===== src/rtl/fetch_pc_unit_if.sv =====
// Fetch-stage bus between decode/execute and fetch_pc_unit. `slave` is the unit side, `master` the driver side.
// resolveValid has no ready: a resolve is consumed in the cycle it is presented, and is ignored if nothing is in flight.
interface fetch_pc_unit_if #(
  parameter int DEPTH = 4
) ();
  localparam int CW = $clog2(DEPTH) + 1;

  logic        Stall;
  logic        isBranchF;
  logic        prediction;
  logic [7:0]  predTarget;
  logic        resolveValid;
  logic        resolveTaken;
  logic [7:0]  resolveTarget;

  logic [7:0]  pc;
  logic [7:0]  pcPlus1;
  logic        flush;
  logic [7:0]  CorrectedPC;
  logic        queueFull;
  logic [15:0] mispredCount;
  logic [CW-1:0] occupancy;

  modport slave (
    input  Stall, isBranchF, prediction, predTarget,
    input  resolveValid, resolveTaken, resolveTarget,
    output pc, pcPlus1, flush, CorrectedPC, queueFull, mispredCount, occupancy
  );

  modport master (
    output Stall, isBranchF, prediction, predTarget,
    output resolveValid, resolveTaken, resolveTarget,
    input  pc, pcPlus1, flush, CorrectedPC, queueFull, mispredCount, occupancy
  );
endinterface


===== src/rtl/fetch_pc_unit.sv =====
// Fetch PC generator with an in-flight branch prediction FIFO and mispredict redirect.
// Optional misprediction counter enabled by macro FETCH_MISPRED_COUNT_EN.
module fetch_pc_unit #(
  parameter int DEPTH = 4
) (
  input  logic              clk,
  input  logic              reset,
  fetch_pc_unit_if.slave    bus
);
  localparam int PW = (DEPTH > 1) ? $clog2(DEPTH) : 1;
  localparam int CW = $clog2(DEPTH) + 1;

  logic       q_dir  [DEPTH];
  logic [7:0] q_fall [DEPTH];
  logic [7:0] q_tgt  [DEPTH];

  logic [PW-1:0] wr_ptr;
  logic [PW-1:0] rd_ptr;
  logic [CW-1:0] count;
  logic [7:0]    pc_q;

  logic       empty;
  logic       full;
  logic       pop;
  logic       push;
  logic       mispredict;
  logic       flush;
  logic       head_dir;
  logic [7:0] head_fall;
  logic [7:0] head_tgt;
  logic [7:0] pc_plus1;
  logic [7:0] corrected_pc;
  logic [7:0] next_pc;

  always_comb begin
    head_dir     = q_dir[rd_ptr];
    head_fall    = q_fall[rd_ptr];
    head_tgt     = q_tgt[rd_ptr];
    pc_plus1     = pc_q + 8'd1;
    empty        = (count == '0);
    full         = (count == CW'(DEPTH));
    pop          = bus.resolveValid && !empty;

    mispredict   = 1'b0;
    if (pop) begin
      mispredict = (bus.resolveTaken != head_dir) ||
                   (bus.resolveTaken && (bus.resolveTarget != head_tgt));
    end
    // Reset masks the redirect so outputs are quiet while reset is held.
    flush        = mispredict && !reset;

    corrected_pc = 8'h00;
    if (flush) begin
      corrected_pc = bus.resolveTaken ? bus.resolveTarget : head_fall;
    end

    push = bus.isBranchF && !bus.Stall && !full && !flush;

    if (flush) begin
      next_pc = corrected_pc;
    end else if (bus.Stall) begin
      next_pc = pc_q;
    end else if (bus.isBranchF && full) begin
      next_pc = pc_q;
    end else if (bus.isBranchF && bus.prediction) begin
      next_pc = bus.predTarget;
    end else begin
      next_pc = pc_plus1;
    end
  end

  always_ff @(posedge clk) begin
    if (reset) begin
      pc_q   <= 8'h00;
      wr_ptr <= '0;
      rd_ptr <= '0;
      count  <= '0;
    end else begin
      pc_q <= next_pc;
      if (flush) begin
        // Everything younger than the mispredicted branch is wrong-path.
        wr_ptr <= '0;
        rd_ptr <= '0;
        count  <= '0;
      end else begin
        if (push) wr_ptr <= wr_ptr + PW'(1);
        if (pop)  rd_ptr <= rd_ptr + PW'(1);
        case ({push, pop})
          2'b10:   count <= count + CW'(1);
          2'b01:   count <= count - CW'(1);
          default: count <= count;
        endcase
      end
    end
  end

  // Entry payload needs no reset; occupancy decides validity.
  always_ff @(posedge clk) begin
    if (!reset && push) begin
      q_dir[wr_ptr]  <= bus.prediction;
      q_fall[wr_ptr] <= pc_plus1;
      q_tgt[wr_ptr]  <= bus.predTarget;
    end
  end

`ifdef FETCH_MISPRED_COUNT_EN
  logic [15:0] mispred_q;

  always_ff @(posedge clk) begin
    if (reset) begin
      mispred_q <= 16'h0000;
    end else if (flush && (mispred_q != 16'hFFFF)) begin
      mispred_q <= mispred_q + 16'd1;
    end
  end

  assign bus.mispredCount = mispred_q;
`else
  assign bus.mispredCount = 16'h0000;
`endif

  assign bus.pc          = pc_q;
  assign bus.pcPlus1     = pc_plus1;
  assign bus.flush       = flush;
  assign bus.CorrectedPC = corrected_pc;
  assign bus.queueFull   = full;
  assign bus.occupancy   = count;
endmodule


===== src/flat_wrapper.sv =====
// flat-port wrapper written by rule: the top's interface ports become plain ports
module fetch_pc_unit_flat 
#(
  parameter int DEPTH = 4
)
  (clk, reset, bus_Stall, bus_isBranchF, bus_prediction, bus_predTarget, bus_resolveValid, bus_resolveTaken, bus_resolveTarget, bus_pc, bus_pcPlus1, bus_flush, bus_CorrectedPC, bus_queueFull, bus_mispredCount, bus_occupancy);
  fetch_pc_unit_if #(.DEPTH(DEPTH)) bus_i ();
  input  logic clk;
  input  logic reset;
  input wire logic [$bits(bus_i.Stall)-1:0] bus_Stall;
  input wire logic [$bits(bus_i.isBranchF)-1:0] bus_isBranchF;
  input wire logic [$bits(bus_i.prediction)-1:0] bus_prediction;
  input wire logic [$bits(bus_i.predTarget)-1:0] bus_predTarget;
  input wire logic [$bits(bus_i.resolveValid)-1:0] bus_resolveValid;
  input wire logic [$bits(bus_i.resolveTaken)-1:0] bus_resolveTaken;
  input wire logic [$bits(bus_i.resolveTarget)-1:0] bus_resolveTarget;
  output wire logic [$bits(bus_i.pc)-1:0] bus_pc;
  output wire logic [$bits(bus_i.pcPlus1)-1:0] bus_pcPlus1;
  output wire logic [$bits(bus_i.flush)-1:0] bus_flush;
  output wire logic [$bits(bus_i.CorrectedPC)-1:0] bus_CorrectedPC;
  output wire logic [$bits(bus_i.queueFull)-1:0] bus_queueFull;
  output wire logic [$bits(bus_i.mispredCount)-1:0] bus_mispredCount;
  output wire logic [$bits(bus_i.occupancy)-1:0] bus_occupancy;
  assign bus_i.Stall = bus_Stall;
  assign bus_i.isBranchF = bus_isBranchF;
  assign bus_i.prediction = bus_prediction;
  assign bus_i.predTarget = bus_predTarget;
  assign bus_i.resolveValid = bus_resolveValid;
  assign bus_i.resolveTaken = bus_resolveTaken;
  assign bus_i.resolveTarget = bus_resolveTarget;
  assign bus_pc = bus_i.pc;
  assign bus_pcPlus1 = bus_i.pcPlus1;
  assign bus_flush = bus_i.flush;
  assign bus_CorrectedPC = bus_i.CorrectedPC;
  assign bus_queueFull = bus_i.queueFull;
  assign bus_mispredCount = bus_i.mispredCount;
  assign bus_occupancy = bus_i.occupancy;
  fetch_pc_unit #(.DEPTH(DEPTH)) u_core (.clk(clk), .reset(reset), .bus(bus_i));
endmodule

===== config.mk =====
export PLATFORM = sky130hd
export DESIGN_NAME = fetch_pc_unit_flat
export DESIGN_NICKNAME = d
export VERILOG_FILES = /design/src/rtl/fetch_pc_unit_if.sv /design/src/rtl/fetch_pc_unit.sv /design/src/flat_wrapper.sv
export SDC_FILE = /design/constraint.sdc
export NUM_CORES = 1
export LEC_CHECK = 0
export CAP_MARGIN = 20
export CORE_ASPECT_RATIO = 0.5
export CORE_MARGIN = 10
export CORE_UTILIZATION = 40
export CTS_CLUSTER_DIAMETER = 100
export DETAILED_ROUTE_END_ITERATION = 16
export PLACE_DENSITY_LB_ADDON = 0.25
export SYNTH_ARGS = -nofsm -noshare
export SYNTH_HDL_FRONTEND = slang
export SYNTH_SLANG_ARGS = --single-unit

===== constraint.sdc =====
create_clock -name clk -period 9.29 [get_ports clk]
set_input_delay 1.3935 -clock clk [delete_from_list [all_inputs] [get_ports clk]]
set_output_delay 1.3935 -clock clk [all_outputs]
set_load 0.01 [all_outputs]

==> impl_metrics.ini, run 1 <==
[clock_tree]
worstSkewPairLatency_ns = 0.34
cts_inserted_buffers = 9
cts_buffer_depth = 2
cts_setup_buffers = 0
ctsResizeCount = 0
cts_hold_buf = 0
path_clk_slew_ns = 0.06
cts_root_buf = clkbuf_16
cts_tree = built
cts_sinks = 85
cts-htree-levels = 3

[logic_synthesis]
seq_area_frac_synth_pct = 59.2
yosys_warnings = 0
netlist_area_um2 = 4020
synth_top_area_cell = edfxtp_1
synth_edf_count = 68
synth_seq_cells = 85
async_flop_share_pct = 0
synth_ff_type = edfxtp_1
yosysTopAreaCellShare_pct = 50.8
yosysUniqueCellTypes = 46
synthTopCellsByArea = edfxtp_1 51%, dfxtp_1 8.5%, mux4_2 7.8%
syn_avg_cell_area_um2 = 14.0
synthCells = 287

[route]
drt_iter0_drc = 200
ant_nets = 0
routed_wl_um = 9840
firstDrtPassIters = 4
num_vias = 2549
drc = 0
wl_per_cell_um = 20.5
avgViaCountPerCell = 5.31

[timing]
setup_slack_ns = 3.86
slew_violations = 0
setup_viol = 0
finClkSkew_ns = 0.00628
final-hold-violation-count = 0
setup_tns_ns = 0
period_share_pct = 58.5
max_slew_margin_pct = 39.1
rsz0062_at_grt = no
fmax_ghz = 0.184
finalWorstPathRequiredPeriod_ns = 5.43
tightest_slew_ns = 0.914

[die]
core.rowCount = 25
dieWidth_um = 162
core_area_um2 = 9630
ios = 68
start_util_pct = 41.8
die_area_um2 = 14700
dieHeight_um = 90.9

[global_routing]
grt_pass1_vias = 2670
antenna_found_initial = 0
grt_max_degree = 31
grt_pass1_wl_um = 15800
overflow = 0
grt_util_all_layers_pct = 13.8

[finish]
final_core_util_pct = 51.3
multi_input_area_um2 = 1490
final_cell_mix = 68 x edfxtp_1, 51 x clkdlybuf4s50_1, 18 x nor3_1, 17 x nand2_1, 17 x dfxtp_1
diodes = 0
drive_gt1_share_pct = 13.6
final_common_cell = edfxtp_1
fin_nets = 371
layout.filler_cells = 817
syn_to_final_growth_pct = 22.9
regArea_um2 = 2380

[flow_run]
max-cap-violations = 0

[place]
io_buffers = 51
hpwl_um = 6830
pre_cts_slack_ns = 3.93
finalWeightedCongestion = 0.792

[critical_path]
crit_path_start_kind = input port
worstRegToRegCells = 14
worstReg2RegEnd = u_core.bus.occupancy[2]$_SDFFE_PP0P_
worst-setup-path-type = input port to primary output
crit_arrival_ns = 4.04
cp-endpoint = bus_CorrectedPC[0]
cp-startpoint = bus_resolveTarget[7]
worstPathRequired_ns = 7.90
cp-end-kind = primary output
rrSetupSlack_ns = 5.64
cp_max_fo = 10

[outcome]
outcome = finished clean

[power]
power.density_nw_per_um2 = 235
p_leak_nw = 1.63
ir_drop_v = 0.000139

[hold_path]
holdCritPathClass = flip-flop to flip-flop
-- routing by layer --
| layer | vias to the layer above | share of wire (%) | global-route usage (%) |
|---|---|---|---|
| li1 | 1171 | - | - |
| met1 | 1266 | 44 | 18.1 |
| met2 | 104 | 47 | 21.0 |
| met3 | 8 | 8.5 | 4.91 |
| met4 | 0 | 0.98 | 4.07 |
| met5 | - | 0 | 0 |
-- stage by stage --
| step | hold WS, ns | cells | power, mW | cell area, um^2 |
|---|---|---|---|---|
| finish | 0.561 | 480 | 1.16 | 4940 |
| CTS | 0.563 | 480 | 1.17 | 4940 |
| global placement | 0.545 | 465 | 0.792 | 4640 |
| detailed placement | 0.551 | 465 | 0.799 | 4640 |
| global route | 0.611 | 480 | 1.22 | 4940 |
| floorplan | 0.528 | 302 | 0.680 | 4080 |
-- power by group --
part           total, mW  leakage, nW  switching (mW)  internal (mW)
combinational      0.315        0.727           0.169          0.147
sequential         0.476        0.758          0.0259          0.450
clock              0.370        0.146           0.138          0.232
total               1.16         1.63           0.332          0.829
-- critical path, cell delays in order --
cell,delay [ns]
clkdlybuf4s50_1,0.52
xnor2_1,0.18
a2111oi_1,0.65
o211ai_1,0.25
nand2_1,0.42
nor3_1,0.11
clkdlybuf4s50_1,0.51
-- flip-flops by register name (all words and copies together) (netlist names), named ones only --
register	count
u_core.q_fall	32
u_core.q_tgt	32
u_core.wr_ptr	2
u_core.bus.occupancy	3
u_core.bus.pc	8
u_core.q_dir	4
u_core.rd_ptr	2
-- layout make-up --
cell class,count,share of cell area (%)
Sequential cell,85,48.2
Multi-Input combinational cell,180,30.2
Timing Repair Buffer,59,11.5
Clock buffer,10,4.63
Tap cell,135,3.42
Clock inverter,5,1.54
Inverter,6,0.456
-- synth_stat cells, drive strengths merged (2+ instances only) --
library cell  number
a2111oi            2
a21oi             16
and3               2
buf               23
clkbuf             8
dfxtp             17
edfxtp            68
ha                 6
inv                6
mux2i             15
mux4              14
nand2             17
nand3              5
nor2               4
nor3              18
nor4b              4
o21ai              7
o221ai             5
o22ai              4
or3                6
xnor2             11
xor2              11
-- logic make-up after synthesis --
kind of cell             share of synthesized area [%]
flip-flops                                        59.2
AND/OR/NAND/NOR                                   8.77
AO/OA/AOI/OAI                                     7.68
buffers and inverters                             5.51
multiplexers                                      11.6
XOR/XNOR                                          4.79
adder cells (fa/ha/maj)                           2.36
other                                           0.0932
-- worst min-delay path by stage --
| stage | from | endpoint | slack (ns) | depth (start not counted) |
|---|---|---|---|---|
| floorplan | u_core.rd_ptr[1]$_SDFFE_PP0P_ | flip-flop | 0.53 | 2 |
| global placement | u_core.rd_ptr[1]$_SDFFE_PP0P_ | flip-flop | 0.55 | 2 |
| detailed placement | u_core.rd_ptr[1]$_SDFFE_PP0P_ | flip-flop | 0.55 | 2 |
| CTS | u_core.rd_ptr[1]$_SDFFE_PP0P_ | flip-flop | 0.56 | 2 |
| global route | u_core.rd_ptr[1]$_SDFFE_PP0P_ | flip-flop | 0.61 | 2 |
| finish | u_core.rd_ptr[1]$_SDFFE_PP0P_ | flip-flop | 0.56 | 2 |
Power figures use the tool's default switching activity.
==> run 2: changes to the inputs <==
==> constraint.sdc (replaced) <==
create_clock -name clk -period 5.4 [get_ports clk]
set_input_delay 0.81 -clock clk [delete_from_list [all_inputs] [get_ports clk]]
set_output_delay 0.81 -clock clk [all_outputs]
set_load 0.01 [all_outputs]
==> run 2 against run 1 <==
Design area decreased by 0.84%. Utilization decreased by 0.43 points. Routed wire length grew 1.3%. Sequential power increased by 76%. Cell count up 0.21%. Worst setup slack lost 2.9 ns. Clock skew rose by 0.0039 ns. Clock power increased by 45%. Critical path depth did not move. Total power is 63% higher. Largest power group unchanged.
==> impl_metrics.ini, run 2 (synthesized netlist as in run 1, its figures left out) <==
[outcome]
outcome = finished clean

[clock_tree]
cts_root_buf = clkbuf_16
worstSkewPairLatency_ns = 0.34
cts_sinks = 85
path_clk_slew_ns = 0.06
cts_hold_buf = 0
cts_setup_buffers = 0
cts_inserted_buffers = 9
cts-htree-levels = 3
cts_tree = built
cts_buffer_depth = 2
ctsResizeCount = 0

[die]
die_area_um2 = 14700
dieWidth_um = 162
start_util_pct = 41.8
core.rowCount = 25
ios = 68
core_area_um2 = 9630
dieHeight_um = 90.9

[hold_path]
holdCritPathClass = flip-flop to flip-flop
hold_depth = 2

[timing]
tightest_slew_ns = 0.938
period_share_pct = 83.1
setup_viol = 0
finClkSkew_ns = 0.0101
fmax_ghz = 0.223
rsz0062_at_grt = no
max_slew_margin_pct = 37.4
whs_ns = 0.564
setup_tns_ns = 0
final-hold-violation-count = 0
slew_violations = 0
setup_slack_ns = 0.912
finalWorstPathRequiredPeriod_ns = 4.49

[place]
io_buffers = 51
post-place-cells = 466
hpwl_um = 7080
pre_cts_slack_ns = 1.26
finalWeightedCongestion = 0.788
dpl_cell_area_um2 = 4650

[power]
p_leak_nw = 1.62
power_mw = 1.90
ir_drop_v = 0.000187
power.density_nw_per_um2 = 387

[critical_path]
crit_path_start_kind = flip-flop
worst-setup-path-type = flip-flop to primary output
cp-end-kind = primary output
crit_arrival_ns = 3.68
worstPathRequired_ns = 4.59
cp_max_fo = 15
worstRegToRegCells = 12

[flow_run]
max-cap-violations = 0

[route]
routed_wl_um = 9960
drc = 0
num_vias = 2578
avgViaCountPerCell = 5.36
wl_per_cell_um = 20.7
ant_nets = 0
firstDrtPassIters = 6
drt_iter0_drc = 177

[global_routing]
grt_pass1_wl_um = 15900
grt_max_degree = 21
grt_pass1_vias = 2707
antenna_found_initial = 0
overflow = 0
grt_util_all_layers_pct = 13.9

[finish]
stdcell_area_um2 = 4900
final_core_util_pct = 50.9
final_cell_mix = 68 x edfxtp_1, 51 x clkdlybuf4s50_1, 18 x nor3_1, 17 x nand2_1, 17 x dfxtp_1
fin_nets = 372
stdcell_count = 481
final_common_cell = edfxtp_1
diodes = 0
drive_gt1_share_pct = 13.9
layout.filler_cells = 840
syn_to_final_growth_pct = 21.9
run 2: cell type report:
cell class / count / area, um^2 / share of cell area [%]
multi-input combinational: 180 / 1490 / 30.5
timing repair buffer: 60 / 578 / 11.8
tap: 135 / 169 / 3.45
sequential: 85 / 2380 / 48.6
clock inverter: 6 / 31.3 / 0.638
inverter: 6 / 22.5 / 0.459
clock buffer: 9 / 225 / 4.59
run 2: layer usage:
layer	vias up	GRT usage, %	routed length, um
met1	1295	17.5	4480
met5	-	0	0
met4	0	5.05	163
li1	1176	-	-
met3	14	5.19	700
met2	93	21.7	4630
run 2: worst max-delay path: stages (launching register included):
cell and delay (ns):
dfxtp_1 0.92, mux4_2 0.44, xor2_1 0.19, nor4_2 0.44, o211ai_1 0.26, nand2_1 0.44, nor3_1 0.12, clkdlybuf4s50_1 0.52
run 2: final timing paths:
path                                               startpoint                                   end  slack [ns]
worst max register to register                      flip-flop  u_core.bus.occupancy[1]$_SDFFE_PP0P_        1.45
worst max-delay path                                flip-flop                    bus_CorrectedPC[0]        0.91
worst min-delay path            u_core.rd_ptr[1]$_SDFFE_PP0P_         u_core.rd_ptr[1]$_SDFFE_PP0P_        0.56
worst min register to register  u_core.rd_ptr[1]$_SDFFE_PP0P_         u_core.rd_ptr[1]$_SDFFE_PP0P_        0.56
run 2: where the power goes:
part           internal [mW]  switching (mW)
Sequential             0.774          0.0637
Clock                  0.303           0.234
Combinational          0.252           0.270
Total                   1.33           0.568
==> run 3: changes to the inputs <==
==> constraint.sdc (replaced) <==
create_clock -name clk -period 4.5 [get_ports clk]
set_input_delay 0.675 -clock clk [delete_from_list [all_inputs] [get_ports clk]]
set_output_delay 0.675 -clock clk [all_outputs]
set_load 0.01 [all_outputs]
==> run 3 against run 2 <==
Sequential cell count did not move. Routed wire length is 3.5% higher. Clock skew decreased by 0.0028 ns. Design area is 1.5% higher. Critical path depth stayed put. Hold slack improved by 0.0057 ns. Register-to-register slack got worse by 0.90 ns. First-iteration DRC count increased by 24%. Global-route usage rose by 0.30 points. Worst setup slack worse by 0.74 ns. Via count rose by 1.0%. Largest cell class unchanged.
==> impl_metrics.ini, run 3 (synthesized netlist as in run 1, its figures left out) <==
[route]
firstDrtPassIters = 6
wl_per_cell_um = 21.3
ant_nets = 0
num_vias = 2604
routed_wl_um = 10300
drt_iter0_drc = 219
drc = 0
avgViaCountPerCell = 5.38

[power]
pwr-share-clk_pct = 32.0
swShare_pct = 28.5
power.density_nw_per_um2 = 484
p_seq_share_pct = 41.8
ir_drop_v = 0.000201
power_switching_mw = 0.687
p_int_mw = 1.72
p_leak_nw = 1.65
combPwrFrac_pct = 26.2

[global_routing]
grt_util_all_layers_pct = 14.3
grt_max_degree = 21
grt_pass1_wl_um = 16100
grt_pass1_vias = 2781
overflow = 0
antenna_found_initial = 0

[die]
die_area_um2 = 14700
core_area_um2 = 9630
dieHeight_um = 90.9
core.rowCount = 25
dieWidth_um = 162
ios = 68
start_util_pct = 41.8

[timing]
finalWorstPathRequiredPeriod_ns = 4.33
period_share_pct = 96.2
rsz0062_at_grt = no
slew_violations = 0
tightest_slew_ns = 0.873
finClkSkew_ns = 0.00732
fmax_ghz = 0.231
setup_viol = 0
max_slew_margin_pct = 41.7
setup_tns_ns = 0
final-hold-violation-count = 0

[clock_tree]
worstSkewPairLatency_ns = 0.33
cts_buffer_depth = 2
path_clk_slew_ns = 0.05
cts_hold_buf = 0
cts-htree-levels = 3
cts_root_buf = clkbuf_16
cts_sinks = 85
cts_tree = built
cts_inserted_buffers = 9

[finish]
diodes = 0
final_common_cell = edfxtp_1
fin_nets = 374
drive_gt1_share_pct = 14.9
stdcell_area_um2 = 4980
final_cell_mix = 68 x edfxtp_1, 51 x clkdlybuf4s50_1, 18 x nor3_1, 17 x nand2_1
syn_to_final_growth_pct = 23.7

[place]
dpl_cell_area_um2 = 4650
io_buffers = 51
hpwl_um = 7300
finalWeightedCongestion = 0.801

[critical_path]
crit_path_start_kind = flip-flop
cp-end-kind = primary output
rrSetupSlack_ns = 0.55
cp_max_fo = 11
worstPathRequired_ns = 3.83
crit_arrival_ns = 3.65
worstReg2RegEnd = u_core.bus.occupancy[1]$_SDFFE_PP0P_
worst-setup-path-type = flip-flop to primary output
cp-endpoint = bus_CorrectedPC[7]
worstRegToRegCells = 12

[outcome]
outcome = finished clean

[flow_run]
max-cap-violations = 0

[hold_path]
holdCritPathClass = flip-flop to flip-flop
[run 3: changes by cell type in the layout (fill, tap and decap cells not counted)]
cell / before / now
buf_4: 9 / 11
bufinv_16: 0 / 2
clkbuf_1: 0 / 1
clkinv_1: 2 / 1
clkinv_2: 3 / 1
dfxtp_1: 17 / 16
dfxtp_2: 0 / 1
inv_6: 0 / 1
[run 3: layout make-up]
| type | count | area (um^2) |
|---|---|---|
| fillers | 824 | 4660 |
| flip-flops and latches | 85 | 2380 |
| multi-input cells | 180 | 1490 |
| repair buffers | 62 | 593 |
| clock buffers | 10 | 229 |
| well taps | 135 | 169 |
| clock inverters | 6 | 86.3 |
| inverters | 6 | 22.5 |
[run 3: repair_timing]
action                     4_1_cts  5_1_grt
resized for setup                0        1
setup buffers                    0        0
setup endpoints to repair        0        3
[run 3: how the worst min path moves through the flow]
stage	start	endpoint	slack, ns	cells past startpoint
global placement	u_core.rd_ptr[1]$_SDFFE_PP0P_	flip-flop	0.54	2
floorplan	u_core.rd_ptr[1]$_SDFFE_PP0P_	flip-flop	0.53	2
finish	u_core.rd_ptr[1]$_SDFFE_PP0P_	u_core.rd_ptr[1]$_SDFFE_PP0P_	0.57	2
CTS	u_core.rd_ptr[1]$_SDFFE_PP0P_	u_core.rd_ptr[1]$_SDFFE_PP0P_	0.58	2
global route	u_core.wr_ptr[1]$_SDFFE_PP0P_	u_core.wr_ptr[1]$_SDFFE_PP0P_	0.61	2
detailed placement	u_core.rd_ptr[1]$_SDFFE_PP0P_	flip-flop	0.57	2
[run 3: critical path, cell delays in order, from the launching register on]
cell             delay [ns]
dfxtp_1                0.72
buf_4                  0.27
mux2i_1                0.12
a2111oi_1              0.83
o211ai_1               0.27
nand2_1                0.45
nor3_1                 0.12
clkdlybuf4s50_1        0.53
[run 3: power groups by stage]
| stage | Sequential (mW) | Combinational, mW | Clock (mW) |
|---|---|---|---|
| 2_1_floorplan | 0.996 | 0.409 | 0 |
| 3_3_place_gp | 1.02 | 0.614 | 0 |
| 4_1_cts | 1.01 | 0.636 | 0.785 |
| 5_1_grt | 1.02 | 0.689 | 0.819 |
| 3_5_place_dp | 1.02 | 0.630 | 0 |
| 6_report | 1.01 | 0.631 | 0.770 |
[run 3: routing by layer]
layer	part of all wire [%]	global-route usage (%)
met1	44	18.5
met4	0.89	4.59
met5	0	0
met3	9.0	4.73
met2	47	22.0
[run 3: through the flow]
step / cells / util, % / setup slack (ns) / hold WS [ns] / power, mW
after CTS: 483 / 51.6 / 0.180 / 0.579 / 2.43
final: 484 / 51.7 / 0.171 / 0.569 / 2.41
after global routing: 484 / 51.7 / 0.0552 / 0.610 / 2.52
after floorplan: 302 / - / 0.434 / 0.528 / 1.40
after global placement: 467 / 48.3 / 0.550 / 0.545 / 1.63
after detailed placement: 467 / 48.3 / 0.393 / 0.567 / 1.65
==> patch 1, RTL diff (config.mk and constraints of run 3) <==
`DEPTH` is set to 4 in 3 places; all go to 2.
--- a/src/rtl/fetch_pc_unit_if.sv
+++ b/src/rtl/fetch_pc_unit_if.sv
@@ -3,3 +3,3 @@
 interface fetch_pc_unit_if #(
-  parameter int DEPTH = 4
+  parameter int DEPTH = 2
 ) ();
--- a/src/rtl/fetch_pc_unit.sv
+++ b/src/rtl/fetch_pc_unit.sv
@@ -3,3 +3,3 @@
 module fetch_pc_unit #(
-  parameter int DEPTH = 4
+  parameter int DEPTH = 2
 ) (
--- a/src/flat_wrapper.sv
+++ b/src/flat_wrapper.sv
@@ -3,3 +3,3 @@
 #(
-  parameter int DEPTH = 4
+  parameter int DEPTH = 2
 )
Interface: changed (resized bus_occupancy); port bits go from 68 to 67. No check against the original RTL was run, so the function may have changed too.
==> patch 1 against run 3 <==
Final area shrank 38%; sequential cell count decreased by 38; maximum frequency is 18% higher; clock skew down 2.0 ps; final cell count is 28% lower; critical path depth unchanged; power decreased by 44%; area after synthesis down 39%; register-to-register slack gained 580 ps; routed wire length is 39% lower; worst hold slack lost 18 ps; worst setup slack improved by 670 ps; synthesized cell count down 24%; largest cell class unchanged.
==> patch 1: results (changes against run 3) <==
GRT
  – Largest net degree at the start of global routing: 17 (was 21)
  – Total Routing Usage GR: 12.75% (was 14.25%)

Timing
  – Slew @ Worst Pin: 560.1 ps (was 873.0 ps)
  – Final setup skew: 5.368 ps (was 7.322 ps)

CTS
  – H-tree levels: 2 (was 3)
  – Worst-Skew Late Latency: 280 ps (was 330 ps)

Outcome
  – Status: finished clean (unchanged)

Synth
  – Cell variety after synth: 40 (was 46)
  – Mux contribution to synthesized area: 8.440% (was 11.57%)
  – Most frequent cells after synthesis: 34 x edfxtp_1, 18 x mux2i_1, 16 x buf_4, 16 x nor2_1, 14 x xnor2_1 (was 68 x edfxtp_1, 18 x nor3_1, 17 x buf_4, 17 x dfxtp_1, 17 x nand2_1)
  – Area contributors post-synth: edfxtp_1 42%, dfxtp_1 11%, mux2i_1 7.4%, xnor2_1 5.0%, buf_4 4.9% (was edfxtp_1 51%, dfxtp_1 8.5%, mux4_2 7.8%, mux2i_1 3.7%, buf_4 3.2%)
  – Compound-cell area share of the yosys netlist: 10.08% (was 7.683%)
  – Register area share after synthesis: 52.38% (was 59.22%)
  – Post-synth EDFFs: 34 (was 68)

Worst setup path
  – Slowest-stage cell, CP: dfxtp_1 (was a2111oi_1)
  – Critical path's top delay family: simple AND/OR/NAND/NOR gates (was compound AO/OA/AOI/OAI gates)
  – Worst path max stage delay: 550 ps (was 830 ps)
  – Crit path DAT: 2990 ps (was 3650 ps)

Place
  – Routability cong.: 0.8011 (was 0.8008)
  – PortBufs: 50 (was 51)
  – Post-Place Setup Slack: 885.0 ps (was 393.2 ps)
  – Detailed Place HPWL: 4.612 mm (was 7.303 mm)

Detailed routing
  – First-pass detailed-route iteration total: 4 (was 6)
  – Routed WL: 6.274 mm (was 10.31 mm)
  – Via count: 1764 (was 2604)
  – Drt first-iter violations: 95 (was 219)

Power and ir drop
  – VDD IR max: 176.1 uV (was 201.4 uV)
  – Leakage power: 1.131 nW (was 1.655 nW)

Finish
  – Net count of the finished layout: 295 (was 374)
## patch 1: cell types whose count changed in the layout (fill, tap and decap cells not counted), moves of 5 or more
cell / run 3 / this run
buf_4: 11 / 6
xor2_1: 11 / 5
nand2_1: 17 / 9
mux4_2: 14 / 0
o221ai_1: 5 / 0
edfxtp_1: 68 / 34
a21o_1: 1 / 8
nor3_1: 18 / 12
nor2_1: 3 / 16
or3_1: 6 / 0
## patch 1: worst paths after layout
kind,from,end,slack (ps),cells after the start
min reg2reg,u_core.rd_ptr,u_core.rd_ptr,550,2
max,flip-flop,bus_CorrectedPC[7],840,7
max reg2reg,flip-flop,u_core.q_dir[1],1130,8
min,u_core.rd_ptr,u_core.rd_ptr,550,2
## patch 1: layer usage
layer	global-route usage [%]	wire, um
met5	0	0
met3	3.403	458
met2	20.56	2763
met1	16.67	3002
met4	3.427	50
## patch 1: metrics by stage
step / util (%) / instances / instance area [um2] / power [mW]
floorplan: - / 233 / 2502 / 0.8410
global placement: 49.29 / 340 / 2960 / 0.9936
detailed placement: 49.29 / 340 / 2960 / 1.000
CTS: 51.58 / 348 / 3098 / 1.352
global route: 51.58 / 348 / 3098 / 1.407
finish: 51.58 / 348 / 3098 / 1.348
## patch 1: kinds of logic after synthesis
group,Yosys count
fa+ha+maj,2
mux,20
xor+xnor,19
buf+inv,29
compound gates,40
flops,47
simple gates,60
other cells,1
## patch 1: final cells by class
type,instances,area (um2)
flip-flops and latches,47,1281
inverters,3,11.26
repair buffers,56,545.5
clock inverters,1,5.005
multi-input cells,157,1026
fillers,539,2908
clock buffers,7,132.6
well taps,77,96.34
## patch 1: worst min-delay path, delay by kind of cell (launching register included)
kind	cells	cell delay, ps
simple gates	1	50
flops	1	320
xor+xnor	1	140
## patch 1: report_power, final
part,internal (mW),switching [mW]
Clock,0.206,0.151
Sequential,0.520,0.0503
Combinational,0.211,0.209
Total,0.937,0.411
==> patch 2, RTL diff (config.mk and constraints of run 3) <==
Without the edit above. Take the reset off `pc_q` and load it in a clocked block of its own.
--- a/src/rtl/fetch_pc_unit.sv
+++ b/src/rtl/fetch_pc_unit.sv
@@ -73,3 +73,2 @@
     if (reset) begin
-      pc_q   <= 8'h00;
       wr_ptr <= '0;
@@ -78,3 +77,2 @@
     end else begin
-      pc_q <= next_pc;
       if (flush) begin
@@ -94,2 +92,6 @@
     end
+  end
+
+  always_ff @(posedge clk) begin
+    pc_q <= next_pc;
   end
Formal check against the unedited RTL: not equivalent (a bounded check fails within 4 cycles, from zero or initial values and one cycle with reset high).
==> patch 2 against run 3 <==
First-iteration DRC count down 50%; area after synthesis decreased by 4.3%; sequential cell count unchanged; largest power group unchanged; clock power is 2% higher; worst setup slack improved by 250 ps; routed wire length is 18% lower; final area shrank 2.6%; critical path type unchanged; synthesized cell count fell by 14%; via count is 14% lower; count of clock-buffer cells in the layout up 2; clock skew rose by 2.9 ps; maximum frequency grew 6.1%; core utilization fell by 0.19 points; largest cell class unchanged; power rose by 4.5%.
==> patch 2: results (changes against run 3) <==
Finish
  – Share of cells above drive strength 1: 13.17% (was 14.90%)
  – Buffer share of cell area: 12.70% (was 11.92%)
  – Multi-input combinational area share: 25.87% (was 30.02%)
  – Non-clk bufs: 65 (was 62)
  – Net count of the finished layout: 344 (was 374)
  – Non-CTS inverters: 7 (was 6)
  – Filler cells: 788 (was 824)
  – Multi-In Gates: 146 (was 180)

GRT
  – Vias in the first global route: 2379 (was 2781)
  – Total Routing Usage GR: 12.14% (was 14.25%)
  – Largest net degree at the start of global routing: 15 (was 21)

Worst setup path
  – Slowest-stage cell, CP: dfxtp_1 (was a2111oi_1)
  – Worst path max stage delay: 780 ps (was 830 ps)
  – Critical path's top delay family: buffers and inverters (was compound AO/OA/AOI/OAI gates)

Power and ir drop
  – Leakage power: 1.731 nW (was 1.655 nW)
  – VDD IR max: 237.1 uV (was 201.4 uV)
  – Int Power: 1.825 mW (was 1.720 mW)

Detailed routing
  – Vias/cell: 4.934 (was 5.380)
  – Routed WL: 8.478 mm (was 10.31 mm)
  – First-pass detailed-route iteration total: 5 (was 6)

Synth
  – Adder-cell share of the synthesized area: 2.469% (was 2.364%)
  – Register area share after synthesis: 63.94% (was 59.22%)
  – Most frequent cells after synthesis: 76 x edfxtp_1, 33 x mux2i_1, 23 x nor2_1, 20 x xnor2_1, 19 x buf_4 (was 68 x edfxtp_1, 18 x nor3_1, 17 x buf_4, 17 x dfxtp_1, 17 x nand2_1)
  – Mux contribution to synthesized area: 16.18% (was 11.57%)
  – Compound-cell area share of the yosys netlist: 1.300% (was 7.683%)
  – Post-synthesis xor/xnor area fraction: 5.458% (was 4.790%)

Timing
  – Slew HR: 36.10% (was 41.65%)

Place
  – Routability cong.: 0.7669 (was 0.8008)
  – Detailed Place HPWL: 6.289 mm (was 7.303 mm)

Outcome
  – Status: finished clean (unchanged)
## patch 2: cell types whose count changed after synthesis, sizes merged, moves of 9 or more
cell | before | now
nor3 | 18 | 0
a21oi | 16 | 1
xnor2 | 11 | 20
nor2 | 4 | 23
mux2i | 15 | 33
## patch 2: worst register-to-register path, cell delays in order (launching register included)
cell	delay [ps]
dfxtp_1	780
buf_4	310
mux4_2	330
xnor2_1	160
nand3_1	180
o31ai_4	490
nand2_1	170
ha_1	290
inv_1	80
fa_1	410
nor2_1	110
a21oi_1	60
nor2_1	90
## patch 2: power by group through the flow
stage	Sequential, mW	Clock [mW]	Combinational (mW)
2_1_floorplan	1.05	0	0.411
3_3_place_gp	1.07	0	0.671
3_5_place_dp	1.08	0	0.679
4_1_cts	1.06	0.801	0.683
5_1_grt	1.07	0.831	0.732
6_report	1.06	0.784	0.673
## patch 2: worst paths after layout
kind | start | to | cells past startpoint | slack, ps
worst max-delay path | flip-flop | bus_CorrectedPC[0] | 8 | 420
worst min-delay path | u_core.rd_ptr[1] | flip-flop | 2 | 530
worst max register to register | flip-flop | u_core.bus.occupancy[1] | 12 | 990
worst min register to register | u_core.rd_ptr[1] | flip-flop | 2 | 530
## patch 2: metrics by stage
stage                     cells  hold slack, ps  instance area (um2)  setup WS, ps  power, mW
after floorplan             262           484.7                 3908          1500      1.466
after global placement      438           510.6                 4527         796.4      1.744
after detailed placement    438           511.9                 4527         676.2      1.755
after CTS                   454           536.0                 4846         358.6      2.545
after global routing        454           544.9                 4846         136.6      2.636
final                       454           532.6                 4846         419.2      2.516
## patch 2: routing by layer
layer  routed length [um]  up-vias  track usage, %
met1                 3718     1142           14.48
met4                   61        0           3.120
met5                    0        -               0
met3                  660        4           5.055
li1                     -     1017               -
met2                 4037       77           20.22
